**src/rtl/expr_scan_ctrl_if.sv**
```systemverilog
// Bundle of the scan request/status, byte-memory read and recogniser signals
// shared between the scan sequencer and its environment.
interface expr_scan_ctrl_if #(
    parameter int ADDR_W = 8
);
    logic              start;
    logic              abort;
    logic [ADDR_W-1:0] base;
    logic [ADDR_W-1:0] len;
    logic              busy;
    logic              done;
    logic              match;
    logic [7:0]        match_cnt;
    logic              mem_rd;
    logic [ADDR_W-1:0] mem_addr;
    logic [7:0]        mem_data;
    logic              chk_clr;
    logic [7:0]        chk_in;
    logic              chk_out;

    modport master (
        output start, abort, base, len, mem_data, chk_out,
        input  busy, done, match, match_cnt, mem_rd, mem_addr, chk_clr, chk_in
    );

    modport slave (
        input  start, abort, base, len, mem_data, chk_out,
        output busy, done, match, match_cnt, mem_rd, mem_addr, chk_clr, chk_in
    );
endinterface

```
**src/rtl/expr_scan_ctrl.sv**
```systemverilog
// Scan sequencer for the single-character expression recogniser.
// Reads len bytes starting at base (one per cycle), streams them into the
// recogniser, then samples its verdict and pulses done with match valid.
// The recogniser has no enable, so it is held in reset (chk_clr) whenever
// no valid character is being presented on chk_in.
//
// state  | meaning
// IDLE   | waiting for start
// READ   | issuing one memory read per cycle, len cycles in total
// DRAIN  | two cycles letting the last reads flow through to the recogniser
// SAMPLE | recogniser output reflects the whole string; captured at cycle end
// DONE   | done pulse cycle; behaves like IDLE for a new start
module expr_scan_ctrl #(
    parameter int ADDR_W = 8
) (
    input  logic           clk,
    input  logic           clr,
    expr_scan_ctrl_if.slave bus
);
    localparam logic [2:0] S_IDLE   = 3'd0;
    localparam logic [2:0] S_READ   = 3'd1;
    localparam logic [2:0] S_DRAIN  = 3'd2;
    localparam logic [2:0] S_SAMPLE = 3'd3;
    localparam logic [2:0] S_DONE   = 3'd4;

    logic [2:0]        state_q,    state_d;
    logic [ADDR_W-1:0] rem_q,      rem_d;
    logic              drain_q,    drain_d;
    logic              len_zero_q, len_zero_d;
    logic              rd_dly_q,   rd_dly_d;
    logic              busy_q,     busy_d;
    logic              done_q,     done_d;
    logic              match_q,    match_d;
    logic [7:0]        cnt_q,      cnt_d;
    logic              mem_rd_q,   mem_rd_d;
    logic [ADDR_W-1:0] mem_addr_q, mem_addr_d;
    logic              chk_clr_q,  chk_clr_d;
    logic [7:0]        chk_in_q,   chk_in_d;
    logic              verdict;

    // Next-state and next-output computation; abort overrides every busy state.
    always_comb begin
        state_d    = state_q;
        rem_d      = rem_q;
        drain_d    = drain_q;
        len_zero_d = len_zero_q;
        rd_dly_d   = mem_rd_q;
        busy_d     = busy_q;
        done_d     = 1'b0;
        match_d    = match_q;
        cnt_d      = cnt_q;
        mem_rd_d   = 1'b0;
        mem_addr_d = mem_addr_q;
        chk_clr_d  = 1'b1;
        chk_in_d   = bus.mem_data;
        verdict    = ~len_zero_q & bus.chk_out;

        case (state_q)
            S_IDLE, S_DONE: begin
                state_d = S_IDLE;
                busy_d  = 1'b0;
                if (bus.start) begin
                    busy_d     = 1'b1;
                    len_zero_d = (bus.len == '0);
                    if (bus.len == '0) begin
                        // Empty string: skip straight to the verdict, which is forced to 0.
                        state_d = S_SAMPLE;
                    end else begin
                        state_d    = S_READ;
                        mem_rd_d   = 1'b1;
                        mem_addr_d = bus.base;
                        rem_d      = bus.len - 1'b1;
                    end
                end
            end
            S_READ: begin
                // A read issued two cycles before the next one means a valid char then.
                chk_clr_d = ~rd_dly_q;
                if (rem_q != '0) begin
                    mem_rd_d   = 1'b1;
                    mem_addr_d = mem_addr_q + 1'b1;
                    rem_d      = rem_q - 1'b1;
                end else begin
                    state_d = S_DRAIN;
                    drain_d = 1'b0;
                end
            end
            S_DRAIN: begin
                chk_clr_d = 1'b0;
                if (drain_q) begin
                    state_d = S_SAMPLE;
                end else begin
                    drain_d = 1'b1;
                end
            end
            S_SAMPLE: begin
                state_d = S_DONE;
                busy_d  = 1'b0;
                done_d  = 1'b1;
                match_d = verdict;
                if (verdict && (cnt_q != 8'hFF)) begin
                    cnt_d = cnt_q + 8'd1;
                end
            end
            default: begin
                state_d = S_IDLE;
                busy_d  = 1'b0;
            end
        endcase

        if (bus.abort && busy_q) begin
            state_d   = S_IDLE;
            busy_d    = 1'b0;
            done_d    = 1'b0;
            mem_rd_d  = 1'b0;
            chk_clr_d = 1'b1;
            match_d   = match_q;
            cnt_d     = cnt_q;
        end
    end

    // State and registered outputs; clr forces everything to its idle value at once.
    always_ff @(posedge clk or posedge clr) begin
        if (clr) begin
            state_q    <= S_IDLE;
            rem_q      <= '0;
            drain_q    <= 1'b0;
            len_zero_q <= 1'b0;
            rd_dly_q   <= 1'b0;
            busy_q     <= 1'b0;
            done_q     <= 1'b0;
            match_q    <= 1'b0;
            cnt_q      <= 8'd0;
            mem_rd_q   <= 1'b0;
            mem_addr_q <= '0;
            chk_clr_q  <= 1'b1;
            chk_in_q   <= 8'd0;
        end else begin
            state_q    <= state_d;
            rem_q      <= rem_d;
            drain_q    <= drain_d;
            len_zero_q <= len_zero_d;
            rd_dly_q   <= rd_dly_d;
            busy_q     <= busy_d;
            done_q     <= done_d;
            match_q    <= match_d;
            cnt_q      <= cnt_d;
            mem_rd_q   <= mem_rd_d;
            mem_addr_q <= mem_addr_d;
            chk_clr_q  <= chk_clr_d;
            chk_in_q   <= chk_in_d;
        end
    end

    assign bus.busy      = busy_q;
    assign bus.done      = done_q;
    assign bus.match     = match_q;
    assign bus.match_cnt = cnt_q;
    assign bus.mem_rd    = mem_rd_q;
    assign bus.mem_addr  = mem_addr_q;
    assign bus.chk_clr   = chk_clr_q;
    assign bus.chk_in    = chk_in_q;
endmodule

```
**src/flat_wrapper.sv**
```systemverilog
// flat-port wrapper written by rule: the top's interface ports become plain ports
module expr_scan_ctrl_flat 
#(
    parameter int ADDR_W = 8
)
  (clk, clr, bus_start, bus_abort, bus_base, bus_len, bus_mem_data, bus_chk_out, bus_busy, bus_done, bus_match, bus_match_cnt, bus_mem_rd, bus_mem_addr, bus_chk_clr, bus_chk_in);
  expr_scan_ctrl_if #(.ADDR_W(ADDR_W)) bus_i ();
  input  logic clk;
  input  logic clr;
  input wire logic [$bits(bus_i.start)-1:0] bus_start;
  input wire logic [$bits(bus_i.abort)-1:0] bus_abort;
  input wire logic [$bits(bus_i.base)-1:0] bus_base;
  input wire logic [$bits(bus_i.len)-1:0] bus_len;
  input wire logic [$bits(bus_i.mem_data)-1:0] bus_mem_data;
  input wire logic [$bits(bus_i.chk_out)-1:0] bus_chk_out;
  output wire logic [$bits(bus_i.busy)-1:0] bus_busy;
  output wire logic [$bits(bus_i.done)-1:0] bus_done;
  output wire logic [$bits(bus_i.match)-1:0] bus_match;
  output wire logic [$bits(bus_i.match_cnt)-1:0] bus_match_cnt;
  output wire logic [$bits(bus_i.mem_rd)-1:0] bus_mem_rd;
  output wire logic [$bits(bus_i.mem_addr)-1:0] bus_mem_addr;
  output wire logic [$bits(bus_i.chk_clr)-1:0] bus_chk_clr;
  output wire logic [$bits(bus_i.chk_in)-1:0] bus_chk_in;
  assign bus_i.start = bus_start;
  assign bus_i.abort = bus_abort;
  assign bus_i.base = bus_base;
  assign bus_i.len = bus_len;
  assign bus_i.mem_data = bus_mem_data;
  assign bus_i.chk_out = bus_chk_out;
  assign bus_busy = bus_i.busy;
  assign bus_done = bus_i.done;
  assign bus_match = bus_i.match;
  assign bus_match_cnt = bus_i.match_cnt;
  assign bus_mem_rd = bus_i.mem_rd;
  assign bus_mem_addr = bus_i.mem_addr;
  assign bus_chk_clr = bus_i.chk_clr;
  assign bus_chk_in = bus_i.chk_in;
  expr_scan_ctrl #(.ADDR_W(ADDR_W)) u_core (.clk(clk), .clr(clr), .bus(bus_i));
endmodule
```
**config.mk**
```make
export PLATFORM = sky130hd
export DESIGN_NAME = expr_scan_ctrl_flat
export DESIGN_NICKNAME = d
export VERILOG_FILES = /design/src/rtl/expr_scan_ctrl_if.sv /design/src/rtl/expr_scan_ctrl.sv /design/src/flat_wrapper.sv
export SDC_FILE = /design/constraint.sdc
export NUM_CORES = 1
export LEC_CHECK = 0
export ABC_AREA = 1
export CAP_MARGIN = 10
export CORE_MARGIN = 2
export CORE_UTILIZATION = 48
export CTS_CLUSTER_SIZE = 14
export DETAILED_ROUTE_END_ITERATION = 10
export PLACE_DENSITY = 0.79
export SKIP_LAST_GASP = 1
export SYNTH_ARGS = -nofsm -noshare
export SYNTH_HDL_FRONTEND = slang
export SYNTH_SLANG_ARGS = --single-unit
```
**constraint.sdc**
```tcl
create_clock -name clk -period 2.6 [get_ports clk]
set_input_delay 0.52 -clock clk [delete_from_list [all_inputs] [get_ports clk]]
set_output_delay 0.52 -clock clk [all_outputs]
set_load 0.02 [all_outputs]
```
# Yosys cells after proc, flatten, opt, wreduce, memory -nomap -nowiden
# Index checks and enable logic that the tools add are counted.
[op_classes]
mul = 0
order_cmp = 0
shift = 0
n_bitwise = 4
div = 0
n_reduce_logical = 15
muxes = 28
n_addsub = 4
eq_ne = 12
[ops]
columns = ["cell", "n"]
rows = [
  ["8-bit 2-to-1 mux", 6],
  ["8-bit case mux with 2 select lines", 2],
  ["8-bit by 1-bit adder with 8-bit output, second input constant", 2],
  ["8-bit by 1-bit subtractor with 8-bit output, second input constant", 2],
  ["3-bit 2-to-1 mux", 4],
  ["3-bit case mux with 4 select lines", 1],
  ["1-bit 2-to-1 mux", 10],
  ["8-bit zero test", 1],
  ["8-bit inequality test, second input constant", 1],
  ["1-bit case mux with 2 select lines", 4],
  ["2-bit AND reduction", 4],
  ["8-bit nonzero test", 1],
  ["3-bit by 2-bit == test with 1-bit output, second input constant", 2],
  ["2-bit inequality test, second input constant", 3],
  ["2-bit by 1-bit inequality test with 1-bit output, second input constant", 2],
  ["4-bit AND reduction", 1],
  ["2-bit nonzero test", 2],
  ["2-bit OR reduction", 2],
  ["3-bit by 1-bit == test with 1-bit output, second input constant", 1],
  ["3-bit == test, second input constant", 1],
  ["3-bit zero test", 1],
  ["3-bit by 1-bit inequality test with 1-bit output, second input constant", 1],
  ["3-bit inequality test, second input constant", 1],
  ["1-bit inverter", 3],
  ["4 further kinds", 5],
]
[word_totals]
latchBits = 0
mem_count = 0
in_bits = 29
mem_bits_ro = 0
ramBits = 0
ff_bits = 43

# Longest topological paths before layout
# Gate-level depths: netlist (run 1).
[logic_depth]
word_depth = 5
ltp_mapped = 11
depth_no_buf = 11

# Least setup slack after synthesis (run 1)
# No wires, ideal clock.
[synth_timing]
path_type = "reg-to-reg"
startpoint = "reg u_core.cnt_q[1] (netlist: u_core.bus.match_cnt[1])"
endpoint = "reg u_core.cnt_q[1] (netlist: u_core.bus.match_cnt[1])"
setup_ns = 0.125
slack_ns = 0.999
arrival_time_ns = 1.476
path_stages_with_launch = 7
n_path_buf = 0
cell_sequence = "dfrtp_1 -> ha_1 -> nand3_1 -> nor2_1 -> nand3_1 -> nand2_4 -> mux2_4"
[synth_via]
elab_chain_len = 3
word_cells_on_any_way = 4
classes_between = "add/sub (1); eq/ne (1); reduce/logical (2)"
[synth_lines]
columns = ["element", "line_no", "text"]
rows = [
  ["from (decl)", "expr_scan_ctrl.sv:34", "logic [7:0] cnt_q, cnt_d;"],
  ["from (signal assigned)", "expr_scan_ctrl.sv:147", "cnt_q <= cnt_d;"],
  ["parallel branches: the longest is 3 deep, another holds 8-bit by 1-bit adder with 8-bit output", "--", ""],
]
# Several ways; the timed one is not identified.
# A chain may end at the register's enable or synchronous reset.

# Worst setup path in the final report (run 1)
[layout_timing]
startpoint = "reg u_core.state_q[2]"
endpoint = "reg u_core.rem_q[2]"
[layout_via]
elab_chain_len = 4
word_cells_on_any_way = 10
classes_between = "eq/ne (5); mux (1); reduce/logical (4)"
[layout_lines]
columns = ["element", "line_no", "text"]
rows = [
  ["from (decl)", "expr_scan_ctrl.sv:26", "logic [2:0] state_q, state_d;"],
  ["from (signal assigned)", "expr_scan_ctrl.sv:139", "state_q <= state_d;"],
  ["3-bit == test / 3-bit zero test (equally long branches)", "expr_scan_ctrl.sv:58", "case (state_q)"],
  ["2-bit OR reduction", "expr_scan_ctrl.sv:58", ""],
  ["2-bit inequality test (no source line) / 2-bit nonzero test (equally long branches)", "--", ""],
  ["4-bit AND reduction (no source line)", "--", ""],
  ["to (signal assigned)", "expr_scan_ctrl.sv:140", "rem_q <= rem_d;"],
  ["to (decl)", "expr_scan_ctrl.sv:27", "logic [ADDR_W-1:0] rem_q, rem_d;"],
]
# Parallel ways exist; a longest one is shown, timed or not.

==> results of run 1 <==
==> area by class of cell <==
| cell class | instances | area [µm²] |
|---|---|---|
| Tap cell | 54 | 67.6 |
| Fill cell | 376 | 1640 |
| Clock inverter | 3 | 71.3 |
| Multi-Input combinational cell | 188 | 1010 |
| Clock buffer | 5 | 68.8 |
| Timing Repair Buffer | 58 | 578 |
| Sequential cell | 43 | 1080 |
| Inverter | 39 | 149 |
==> kinds of logic after synthesis <==
logic type / count (synthesis)
AND/OR/NAND/NOR: 148
buffers and inverters: 44
flip-flops: 43
AO/OA/AOI/OAI: 24
XOR/XNOR: 11
adder cells (fa/ha/maj): 3
multiplexers: 2
==> routing by layer <==
layer | wire, µm | GRT usage [%]
met1 | 2090 | 24.8
met2 | 2540 | 35.4
met3 | 324 | 4.83
met4 | 128 | 9.47
met5 | 0 | 0
==> per-stage QoR <==
stage	utilization (%)	cells
after floorplan	-	275
after global placement	61.8	382
after detailed placement	61.8	382
after CTS	64.8	390
after global routing	64.8	390
final	64.8	390
==> Yosys cell counts (all sizes together) (2+ instances only) <==
| library cell | count |
|---|---|
| inv | 39 |
| nor3 | 5 |
| dfrtp | 42 |
| nand2 | 86 |
| xnor2 | 5 |
| ha | 3 |
| o21ai | 18 |
| buf | 5 |
| mux2 | 2 |
| nand4 | 4 |
| nand3 | 25 |
| nor2 | 26 |
| xor2 | 6 |
| o21bai | 3 |
==> power by group <==
| part | switching, µW | internal, µW |
|---|---|---|
| logic | 1060 | 654 |
| clock network | 245 | 390 |
| registers | 201 | 898 |
| total | 1500 | 1940 |
==> state kept, by name (all words and copies together), names as in the netlist <==
name	count
u_core.bus.mem_addr	8
u_core.rd_dly_q	1
u_core.len_zero_q	1
u_core.state_q	3
u_core.bus.mem_rd	1
u_core.bus.chk_in	8
u_core.rem_q	8
u_core.bus.match	1
u_core.bus.chk_clr	1
u_core.drain_q	1
u_core.bus.done	1
u_core.bus.busy	1
u_core.bus.match_cnt	8
==> cell usage in the layout (no fill, tap or decap), drive strengths merged, types with 2 or more instances in the layout <==
cell type,n
nand4,4
nor2,26
o21ai,18
nor3,5
ha,3
dfrtp,42
inv,40
clkbuf,5
o21bai,3
bufinv,2
mux2,2
nand3,25
xnor2,5
xor2,6
clkdlybuf4s50,57
nand2,86
==> path summary, 6_finish.rpt <==
check                                                   start                             end  slack (ns)  cells after the start
worst max-delay path            u_core.state_q[2]$_DFFE_PP0P_     u_core.rem_q[2]$_DFFE_PP0P_        0.65                      9
worst min-delay path              u_core.bus.mem_rd$_DFF_PP0_       u_core.rd_dly_q$_DFF_PP0_        0.40                      0
worst max register to register  u_core.state_q[2]$_DFFE_PP0P_     u_core.rem_q[2]$_DFFE_PP0P_        0.65                      9
worst min register to register    u_core.bus.mem_rd$_DFF_PP0_       u_core.rd_dly_q$_DFF_PP0_        0.40                      0
max in group asynchronous                                 clr    u_core.bus.chk_clr$_DFF_PP1_        1.55                      3
min in group asynchronous                                 clr  u_core.bus.chk_in[3]$_DFF_PP0_        0.68                      3
==> key figures, run 1 <==
Logic synthesis
  • Cell Area, Synth: 0.00228 mm²
  • Simple-gate area share of the yosys netlist: 30.7%
  • Asr flop ratio synth: 100%
  • Largest family of logic cells by synthesized area: simple AND/OR/NAND/NOR gates
  • Adder-cell share of the synthesized area: 1.64%
  • Cell count after synthesis: 275
  • Multiplexer area fraction after synthesis: 1.31%
  • Compound-Gate Fraction of Synth Area: 6.30%
  • Yosys reg bits: 43
  • Post-synth top area cell: dfrtp_1
  • Xor/xnor share of the synthesized area: 4.22%
  • Synth Flop Type: dfrtp_1
  • Post-synthesis sequential area ratio: 47.2%
  • Synth top area share: 46.0%
  • Post-synth EDFFs: 0
  • Avg Cell Area, Syn: 8.31 µm²
  • Post-synthesis net count: 307
  • Yosys warnings: 0
  • Ranking of synthesized cells by area: dfrtp_1 46%, nand2_1 13%, inv_1 5.6%, nand3_1 5.3%, o21ai_0 2.8%
  • Synth cell types: 32

Critical path
  • CP max-delay cell: dfrtp_1
  • Critical Path AT: 2.14 ns
  • Worst path max stage delay: 0.42 ns
  • Crit. End Element: flip-flop
  • Worst-path fanout max: 26
  • Most used cell, CP: nand2_1
  • Crit-path cells: nor2_4 > nand2_4 > nand2_1 > nand2_1 > ha_1 > nand2_1 > inv_1 > o21ai_0 > o21ai_2
  • Delay-heaviest family, CP: simple AND/OR/NAND/NOR gates
  • CP Buf/Inv Count: 1
  • Critical path launch point type: flip-flop
  • Critical Path RT: 2.78 ns
  • CP Class: reg2reg

Cells and area
  • Design Area, Final: 0.00302 mm²
  • Antenna cell count: 0
  • Final Net Count: 367
  • Layout cells sized above 1: 11.3%
  • Synth-to-Final Area Change: 32.3%

STA
  • Unrepaired setup endpoints after global routing: false
  • Slew HR: 64.4%
  • Max Fclk: 0.512 GHz
  • Setup ws final: 0.646 ns
  • Final Max Tran Viols: 0
  • Period utilisation layout: 75.1%
  • TNS Setup: 0 ns
  • # setup viols final: 0
  • Final hold vios: 0
  • Min Hold Slack: 0.403 ns
  • Final setup skew: 0.00517 ns
  • Worst-margin pin slew: 0.534 ns
  • Crit path time final: 1.95 ns

Clock network
  • TritonCTS clock tree: built
  • CTS root buf: clkbuf_8
  • Clk buf depth: 2
  • Clock Latency Late Sink: 0.30 ns
  • Number of hold-repair buffers added at the cts stage: 0
  • Clk sinks: 43
  • Post_cts resized: 0
  • Post-CTS Setup Inserts: 0
  • Clk slew on worst S/H paths: 0.08 ns
  • Htree depth: 2
  • Num CTS Buffers: 5

Routing
  • Starting DRT DRC Count: 146
  • Vias per Instance: 5.14
  • Drt first pass iters: 4
  • Detailed-route via count: 2,004
  • Routed WL: 5080 µm
  • DRC Markers: 0
  • DRT antenna net count: 0
  • WL/cell: 13.0 µm

Placement
  • Pre-CTS setup slack: 0.535 ns
  • Port buffer count: 57
  • GPL Wtd Cong: 0.873
  • Placed Area: 0.00288 mm²
  • Post-detail-place hpwl: 3590 µm

Floorplanning
  • Core outline area: 0.00466 mm²
  • Die X: 73.0 µm
  • # IOs: 58
  • Die area: 0.00533 mm²
  • Die H: 73.0 µm
  • Site row count: 25
  • Starting Density: 49.0%

Run
  • Max_cap viols: 0

Global route
  • Global-route wire length before repair: 8540 µm
  • Vias in the first global route: 1,958
  • GRT overflow: 0
  • Largest net degree at the start of global routing: 44
  • Gr usage total: 20.8%
  • Initial antenna violation count: 0

Outcome
  • Status: finished clean

Min path
  • Hold Path Class: reg2reg

Power and ir drop
  • Leakage: 0.00149 µW
  • Power per cell area: 1140 mW/mm²
  • Worst VDD drop: 0.000624 V
  • PnR Total Power: 3440 µW
(Power assumes the default switching activity.)
==> inputs of run 2 (changes only) <==
--- a/config.mk
+++ b/config.mk
@@ -8,10 +8,10 @@
 export ABC_AREA = 1
 export CAP_MARGIN = 10
 export CORE_MARGIN = 2
-export CORE_UTILIZATION = 48
+export CORE_UTILIZATION = 44
 export CTS_CLUSTER_SIZE = 14
 export DETAILED_ROUTE_END_ITERATION = 10
-export PLACE_DENSITY = 0.79
+export PLACE_DENSITY = 0.76
 export SKIP_LAST_GASP = 1
 export SYNTH_ARGS = -nofsm -noshare
 export SYNTH_HDL_FRONTEND = slang
==> constraint.sdc (replaced) <==
create_clock -name clk -period 1.6 [get_ports clk]
set_input_delay 0.32 -clock clk [delete_from_list [all_inputs] [get_ports clk]]
set_output_delay 0.32 -clock clk [all_outputs]
set_load 0.02 [all_outputs]
==> run 2 against run 1 <==
Against the previous run: sequential power up 61%; clock-buffer cell count unchanged; hold slack got worse by 0.11 ns; non-clock buffer count up 31; wire length grew 8.7%; maximum frequency is 24% higher.
==> key figures, run 2 (synthesis results as in run 1) <==
Outcome
  • Status: finished clean

Clock network
  • Num CTS Buffers: 5 (unchanged)
  • TritonCTS clock tree: built
  • Clock Latency Late Sink: 0.30 ns (about the same)
  • Clk sinks: 43 (unchanged)
  • CTS root buf: clkbuf_8
  • Htree depth: 2 (unchanged)
  • Clk slew on worst S/H paths: 0.09 ns (about the same)
  • Clk buf depth: 2 (unchanged)
  • Number of hold-repair buffers added at the cts stage: 0 (unchanged)

STA
  • Period utilisation layout: 98.8% (+24 points)
  • Unrepaired setup endpoints after global routing: true
  • Max Fclk: 0.633 GHz (+24%)
  • Final Max Tran Viols: 0 (unchanged)
  • # setup viols final: 0 (unchanged)
  • Worst-margin pin slew: 0.517 ns (-0.0163 ns)
  • Final setup skew: 0.00719 ns (+0.00202 ns)
  • Slew HR: 65.3% (+0.88 points)
  • Crit path time final: 1.58 ns (-0.373 ns)
  • Final hold vios: 0 (unchanged)

Routing
  • Drt first pass iters: 4 (unchanged)
  • DRT antenna net count: 0 (unchanged)
  • WL/cell: 12.6 µm (-3.0%)
  • Starting DRT DRC Count: 130 (-11%)
  • Detailed-route via count: 2,084 (+4.0%)
  • Vias per Instance: 4.77 (-7.2%)
  • DR top layer: met4
  • Routed WL: 5520 µm (+8.7%)
  • DRC Markers: 0 (unchanged)
  • Metal2 WL: 2880 µm (+14%)
  • Routed length on met3: 190 µm (-41%)
  • Met1 WL: 2370 µm (+14%)

Cells and area
  • Most frequent cells in the layout: 68 x nand2_1, 40 x dfrtp_1, 33 x clkdlybuf4s50_1
  • Commonest non-fill, non-tap cell in the layout: nand2_1
  • Final Net Count: 398 (+8.4%)
  • Layout cells sized above 1: 25.3% (+14 points)
  • Antenna cell count: 0 (unchanged)
  • Synth-to-Final Area Change: 49.1%
  • Design Area, Final: 0.00341 mm² (+13%)

Run
  • Max_cap viols: 0 (unchanged)

Critical path
  • Worst-path fanout max: 6 (-77%)
  • CP Class: reg2reg
  • Crit. End Element: flip-flop
  • Critical Path AT: 1.80 ns (-0.34 ns)
  • Critical path launch point type: flip-flop
  • Critical Path RT: 1.82 ns (-0.96 ns)
  • R2R cell count: 11 (+2)

Global route
  • Vias in the first global route: 2,023 (+3.3%)
  • Gr usage total: 18.8% (-1.9 points)
  • Largest net degree at the start of global routing: 24 (-45%)
  • Global-route wire length before repair: 8920 µm (+4.5%)
  • Initial antenna violation count: 0 (unchanged)
  • GRT overflow: 0 (unchanged)

Power and ir drop
  • Leakage: 0.00177 µW (+19%)
  • Worst VDD drop: 0.00106 V (+69%)
  • PnR Total Power: 6140 µW (+78%)
  • Power per cell area: 1800 mW/mm² (+58%)

Floorplanning
  • # IOs: 58 (unchanged)
  • Site row count: 26 (+4.0%)
  • Starting Density: 45.0% (-4.0 points)
  • Core outline area: 0.00507 mm² (+8.9%)
  • Die area: 0.00579 mm² (+8.6%)
  • Die H: 76.1 µm (+4.2%)
  • Die X: 76.1 µm (+4.2%)

Placement
  • Placed Area: 0.00312 mm² (+8.1%)
  • Post-detail-place hpwl: 4060 µm (+13%)
  • Port buffer count: 57 (unchanged)
  • GPL Wtd Cong: 0.890 (+2.0%)

Min path
  • Hold Path Class: in2async
==> run 2: metrics by stage <==
step / setup WS (ns) / instances / setup TNS, ns / util (%) / hold WS (ns)
after global routing: -0.0609 / 437 / -0.391 / 67.1 / 0.319
after floorplan: 0.0203 / 275 / 0 / - / 0.351
after CTS: 0.00118 / 431 / 0 / 63.3 / 0.307
final: 0.0199 / 437 / 0 / 67.1 / 0.297
after detailed placement: -0.134 / 423 / -1.29 / 61.4 / 0.362
after global placement: -0.0878 / 423 / -0.870 / 61.4 / 0.361
==> run 2: critical path, stage by stage (launching register included) <==
cell,delay [ns]
dfrtp_1,0.42
nor2_4,0.24
nand2_4,0.13
buf_6,0.15
nand2_2,0.06
nand2_2,0.08
buf_6,0.13
inv_2,0.05
o21bai_1,0.07
nand2_1,0.07
nand2_1,0.05
o21ai_1,0.08
==> run 2: repair_timing <==
item / CTS / global route
endpoints found under the setup margin: 21 / 23
gates resized for setup: 20 / 42
setup buffers: 0 / 6
pin swaps: 2 / 14
==> run 2: final timing paths <==
check	from	endpoint	slack [ns]
min in group clk	u_core.bus.mem_rd$_DFF_PP0_	u_core.rd_dly_q$_DFF_PP0_	0.38
hold / removal	clr	u_core.bus.match_cnt[3]$_DFFE_PP0P_	0.30
setup / recovery	u_core.state_q[2]$_DFFE_PP0P_	u_core.rem_q[4]$_DFFE_PP0P_	0.02
hold reg to reg	u_core.bus.mem_rd$_DFF_PP0_	u_core.rd_dly_q$_DFF_PP0_	0.38
setup reg to reg	u_core.state_q[2]$_DFFE_PP0P_	u_core.rem_q[4]$_DFFE_PP0P_	0.02
max in group asynchronous	clr	u_core.rem_q[5]$_DFFE_PP0P_	0.86
==> run 2: routing by layer <==
| layer | up-vias | GRT usage (%) |
|---|---|---|
| li1 | 1038 | - |
| met1 | 984 | 22.4 |
| met2 | 56 | 35.4 |
| met3 | 6 | 2.37 |
| met4 | 0 | 5.64 |
| met5 | - | 0 |
==> run 2: final cells by class <==
class                      count  area (µm²)
clock inverter                 3        47.5
timing repair buffer          89         843
fill                         420        1670
tap                           70        87.6
multi-input combinational    188        1130
inverter                      39         149
sequential                    43        1080
clock buffer                   5        68.8
==> run 2: power by group <==
group / switching, µW / total [µW] / leakage [µW] / internal [µW]
sequential: 306 / 1770 / 0.000529 / 1470
combinational: 2020 / 3500 / 0.00118 / 1480
clock: 394 / 868 / 0.0000587 / 473
